**config.mk**
```make
export PLATFORM = sky130hd
export DESIGN_NAME = nibble_serial_subtractor
export DESIGN_NICKNAME = d
export VERILOG_FILES = /design/src/rtl/nibble_serial_subtractor.sv
export SDC_FILE = /design/constraint.sdc
export NUM_CORES = 1
export LEC_CHECK = 0
export CELL_PAD_IN_SITES_DETAIL_PLACEMENT = 1
export CELL_PAD_IN_SITES_GLOBAL_PLACEMENT = 1
export CORE_MARGIN = 2
export CORE_UTILIZATION = 35
export DETAILED_ROUTE_END_ITERATION = 7
export GPL_ROUTABILITY_DRIVEN = 0
export PLACE_DENSITY_LB_ADDON = 0.25
export SLEW_MARGIN = 20
export SYNTH_ARGS = -nofsm -noshare
export SYNTH_HDL_FRONTEND = slang
export SYNTH_SLANG_ARGS = --single-unit
```
**constraint.sdc**
```tcl
create_clock -name clock -period 3.1 [get_ports clock]
set_input_delay 0.62 -clock clock [delete_from_list [all_inputs] [get_ports clock]]
set_output_delay 0.62 -clock clock [all_outputs]
set_load 0.01 [all_outputs]
```
**src/rtl/nibble_serial_subtractor.sv**
```systemverilog
// -----------------------------------------------------------------------------
// nibble_serial_subtractor
//
// Computes data_operandA - data_operandB (two's complement, modulo 2^WIDTH)
// one 4-bit nibble per clock, least-significant nibble first. Subtraction is
// done as A + ~B + 1: ~B is captured and the carry is preset to 1.
// Each operation takes WIDTH/4 RUN cycles. The result is held in DONE until
// the consumer takes it.
//
// Parameters
//   WIDTH          operand/result width in bits; a multiple of 4, >= 8
//
// Ports
//   clock          rising-edge clock for all state
//   reset          asynchronous, active-high reset
//   in_valid       operands presented
//   in_ready       block can accept operands (IDLE)
//   data_operandA  minuend
//   data_operandB  subtrahend
//   out_valid      result available (DONE)
//   out_ready      consumer accepts result
//   data_result    A - B modulo 2^WIDTH
//   overflow       signed overflow of the subtraction
//   isNotEqual     (NSS_COMPARE_EN only) data_result != 0
//   isLessThan     (NSS_COMPARE_EN only) signed A < B
//
// Configuration
//   NSS_COMPARE_EN defined   -> adds the registered isNotEqual/isLessThan
//                               outputs, valid while out_valid=1
//   NSS_COMPARE_EN undefined -> those ports and their logic are absent
//
// States
//   state  | meaning
//   IDLE   | in_ready=1, waiting for in_valid to capture operands
//   RUN    | one nibble of A + ~B + carry per cycle, LSB nibble first
//   DONE   | out_valid=1, result held until out_ready=1
// -----------------------------------------------------------------------------
module nibble_serial_subtractor #(
    parameter int WIDTH = 32
) (
    input  logic             clock,
    input  logic             reset,
    input  logic             in_valid,
    output logic             in_ready,
    input  logic [WIDTH-1:0] data_operandA,
    input  logic [WIDTH-1:0] data_operandB,
    output logic             out_valid,
    input  logic             out_ready,
    output logic [WIDTH-1:0] data_result,
    output logic             overflow
`ifdef NSS_COMPARE_EN
    ,
    output logic             isNotEqual,
    output logic             isLessThan
`endif
);

    localparam int NIBBLES = WIDTH / 4;
    localparam int CNT_W   = $clog2(NIBBLES);
    // WIDTH = 4*NIBBLES, so a bit index needs exactly two more bits than a
    // nibble index.
    localparam int IDX_W   = CNT_W + 2;
    localparam logic [CNT_W-1:0] LAST_NIB = CNT_W'(NIBBLES - 1);

    typedef enum logic [1:0] {
        S_IDLE = 2'd0,
        S_RUN  = 2'd1,
        S_DONE = 2'd2
    } state_t;

    state_t r_state;
    state_t w_state_next;

    logic [WIDTH-1:0] r_a;
    logic [WIDTH-1:0] r_b_inv;
    logic [WIDTH-1:0] r_result;
    logic [CNT_W-1:0] r_cnt;
    logic             r_carry;
    logic             r_overflow;

    logic [IDX_W-1:0] w_idx;
    logic [4:0]       w_sum;
    logic             w_last;
    logic             w_ovf;

`ifdef NSS_COMPARE_EN
    logic             r_not_equal;
    logic             r_less_than;
    logic             w_not_equal;
`endif

    // -------------------------------------------------------------------------
    // FSM state register
    // -------------------------------------------------------------------------
    always_ff @(posedge clock or posedge reset) begin
        if (reset) begin
            r_state <= S_IDLE;
        end else begin
            r_state <= w_state_next;
        end
    end

    // -------------------------------------------------------------------------
    // FSM next state and handshake outputs
    // -------------------------------------------------------------------------
    always_comb begin
        w_state_next = r_state;
        in_ready     = 1'b0;
        out_valid    = 1'b0;
        case (r_state)
            S_IDLE: begin
                in_ready = 1'b1;
                if (in_valid) begin
                    w_state_next = S_RUN;
                end
            end
            S_RUN: begin
                if (w_last) begin
                    w_state_next = S_DONE;
                end
            end
            S_DONE: begin
                out_valid = 1'b1;
                // Returning to IDLE (not RUN) here is what keeps a new
                // operand pair from being accepted on the result-accept edge.
                if (out_ready) begin
                    w_state_next = S_IDLE;
                end
            end
            default: begin
                w_state_next = S_IDLE;
            end
        endcase
    end

    // -------------------------------------------------------------------------
    // Nibble adder
    // -------------------------------------------------------------------------
    assign w_idx  = {r_cnt, 2'b00};
    assign w_last = (r_cnt == LAST_NIB);
    assign w_sum  = {1'b0, r_a[w_idx +: 4]} + {1'b0, r_b_inv[w_idx +: 4]} + {4'b0000, r_carry};

    // Only meaningful on the last nibble: w_sum[3] is then the result MSB.
    // r_b_inv holds ~B, so B's sign is the inverse of its MSB.
    assign w_ovf  = (r_a[WIDTH-1] != ~r_b_inv[WIDTH-1]) && (w_sum[3] != r_a[WIDTH-1]);

`ifdef NSS_COMPARE_EN
    // Lower nibbles are already final in r_result when the last one is added.
    assign w_not_equal = (r_result[WIDTH-5:0] != '0) || (w_sum[3:0] != 4'h0);
`endif

    // -------------------------------------------------------------------------
    // Datapath
    // -------------------------------------------------------------------------
    always_ff @(posedge clock or posedge reset) begin
        if (reset) begin
            r_a         <= '0;
            r_b_inv     <= '0;
            r_result    <= '0;
            r_cnt       <= '0;
            r_carry     <= 1'b0;
            r_overflow  <= 1'b0;
`ifdef NSS_COMPARE_EN
            r_not_equal <= 1'b0;
            r_less_than <= 1'b0;
`endif
        end else begin
            case (r_state)
                S_IDLE: begin
                    if (in_valid) begin
                        r_a         <= data_operandA;
                        r_b_inv     <= ~data_operandB;
                        r_carry     <= 1'b1;
                        r_cnt       <= '0;
                        r_result    <= '0;
                        r_overflow  <= 1'b0;
`ifdef NSS_COMPARE_EN
                        r_not_equal <= 1'b0;
                        r_less_than <= 1'b0;
`endif
                    end
                end
                S_RUN: begin
                    r_result[w_idx +: 4] <= w_sum[3:0];
                    r_carry              <= w_sum[4];
                    r_cnt                <= r_cnt + CNT_W'(1);
                    if (w_last) begin
                        r_overflow  <= w_ovf;
`ifdef NSS_COMPARE_EN
                        r_not_equal <= w_not_equal;
                        r_less_than <= w_sum[3] ^ w_ovf;
`endif
                    end
                end
                default: begin
                    // DONE: everything holds until the result is taken.
                end
            endcase
        end
    end

    assign data_result = r_result;
    assign overflow    = r_overflow;
`ifdef NSS_COMPARE_EN
    assign isNotEqual  = r_not_equal;
    assign isLessThan  = r_less_than;
`endif

endmodule

```
==> reports/metrics.yaml <==
outcome:
  run_status: "completed"
sta:
  min_period_ps: 2810
  relSlewSlack: 0.637
  finalCritPeriodShare: 0.907
  clock.fmax_mhz: 356
  setup_violations: 0
  fin_skew_ps: 9.43
  rsz0062_at_grt: "no"
  finalHoldViolations: 0
  maxSlewViolCount: 0
  tns_ps: 0
  tightest_slew_ps: 544
  hold_slack_ps: 474
global_route:
  grt_use_total: 0.183
  grt-ovfl-total: 0
  antenna_found_initial: 0
  grt_pass1_wl_um: 20700
  grt_max_degree: 104
  grt_pass1_vias: 4024
worst_setup_path:
  cp-start-kind: "flip-flop"
  required_ps: 3360
  arrival_ps: 3070
  critPathMaxFanout: 7
  end_kind: "flip-flop"
  crit_type: "reg -> reg"
logic_synthesis:
  synth.net_count: 558
  synth-seq-cells: 103
  synth-seq-area-share: 0.543
  synth_top_flop_cell: "dfrtp_1"
  synthTopCellsByArea: "dfrtp_1 54%, nand2_1 14%, mux4_2 7.6%, o21ai_0 6.1%, nand3_1 3.0%"
  synthDistinctLibCells: 39
  synth.most_common_cell: "nand2_1"
  syn-mean-instance-area_um2: 9.94
  yosys-top-cells-count: "172 x nand2_1, 103 x dfrtp_1, 58 x o21ai_0, 28 x nand3_1, 19 x clkbuf_1"
  synthArstFlopShare: 1.00
  yosys.area.top_type: "dfrtp_1"
  syn_area_um2: 4750
  yosys_warnings: 0
  postSynthCellCount: 478
  synth.top_cell.area_share: 0.543
  synth_edf_count: 0
clock_network:
  root_buffer: "clkbuf_16"
  numClockSinks: 103
  path_clk_slew_ps: 70
  clock_latency_ps: 350
  numCtsBuffers: 9
  cts_setup_buffers: 0
  cts_resized: 0
  ctsHoldBuffers: 0
  cts_htree_levels: 3
  cts_tree: "yes"
  clk_path_buf_depth: 2
drt:
  routed_wirelength_um: 12200
  wire_per_inst_um: 16.1
  ant_nets: 0
  drt-pass1-iter-count: 4
  vias_per_cell: 4.98
  drt_iter0_markers: 148
  num_vias: 3772
  route.detailed.drc: 0
die:
  die-area_um2: 14500
  fp.dieH_um: 120
  die_x_um: 120
  coreArea_um2: 13200
  io-pin-count: 103
  fp-row-count: 42
  start_util: 0.359
finish:
  utilization: 0.476
  n_antenna_cell: 0
  layout.nets: 657
  areaGrowthSynthToFinish_pct: 32.7
  layout-drive-gt1-share: 0.0842
placed_design:
  place_hpwl_um: 8750
  port_buffers: 102
hold_path:
  hold_path.class: "reg -> reg"
power_and_ir_drop:
  powerDensity_nw_per_um2: 1150
  total_power_w: 0.00723
  p_leak_nw: 2.82
  ir_drop_uv: 419
flow_run:
  drv_cap: 0
layout make-up:
class / instances / area, um^2
Fill cell: 1495 / 6940
Sequential cell: 103 / 2580
Multi-Input combinational cell: 341 / 2020
Timing Repair Buffer: 114 / 1140
Clock buffer: 13 / 270
Tap cell: 176 / 220
Clock inverter: 3 / 40.0
Inverter: 8 / 33.8
logic make-up (layout without fill, tap and decap cells):
kind of cell / after synthesis / count (layout) / synth area share
multiplexers: 21 / 21 / 0.0864
AO/OA/AOI/OAI: 73 / 73 / 0.0846
adder cells (fa/ha/maj): 12 / 12 / 0.0348
buffers and inverters: 34 / 138 / 0.0332
flip-flops: 103 / 103 / 0.543
AND/OR/NAND/NOR: 233 / 233 / 0.215
XOR/XNOR: 2 / 2 / 0.00369
sequential cells by signal (all words and copies together) (netlist names):
name and flops:
data_result 32, overflow 1, r_a 32, r_b_inv 32
r_carry 1, r_cnt 3, r_state 2
report_power, final:
group	switching [W]	leakage (nW)	internal (W)
sequential	0.000402	1.32	0.00197
clock	0.000484	0.156	0.000690
combinational	0.00200	1.35	0.00167
total	0.00289	2.82	0.00434
metal layers:
layer  track usage  part of all wire
met5             0                 0
met4        0.0552             0.014
met3        0.0340             0.041
met2         0.313              0.51
met1         0.237              0.44
worst paths after layout:
| kind | from | end | slack, ps | cells past startpoint |
|---|---|---|---|---|
| max in group asynchronous | reset | r_state[1] | 1920 | 3 |
| worst max-delay path | r_cnt[0] | data_result[5] | 290 | 9 |
| worst max register to register | r_cnt[0] | data_result[5] | 290 | 9 |
| worst min-delay path | r_a[18] | r_a[18] | 470 | 2 |
| min in group asynchronous | reset | r_b_inv[30] | 780 | 3 |
| worst min register to register | r_a[18] | r_a[18] | 470 | 2 |
critical path: stages (launching register included):
cell     delay, ps
dfrtp_1        350
buf_4          190
mux4_2         520
nand2_1         80
nand2_1         90
fa_1           410
inv_1           90
fa_1           500
or2_2          340
o21ai_0        160
per-stage QoR:
step / cell area (um^2) / instances / setup WS (ps)
finish: 6300 / 758 / 288
global placement: 5990 / 742 / 364
detailed placement: 5990 / 742 / 273
CTS: 6300 / 758 / 249
floorplan: 4750 / 478 / 294
global route: 6300 / 758 / 72.6
cell usage in the layout, fill, tap and decap left out, drive strengths merged, types with 8 or more instances in the layout:
cell           netlist  layout
nand2              172     172
dfrtp              103     103
clkdlybuf4s50        0     102
o21ai               59      59
nand3               28      28
mux4                16      16
clkbuf              19      13
buf                  7      12
ha                  10      10
o31ai                8       8
Note: power is estimated with default switching activity, not from simulation.
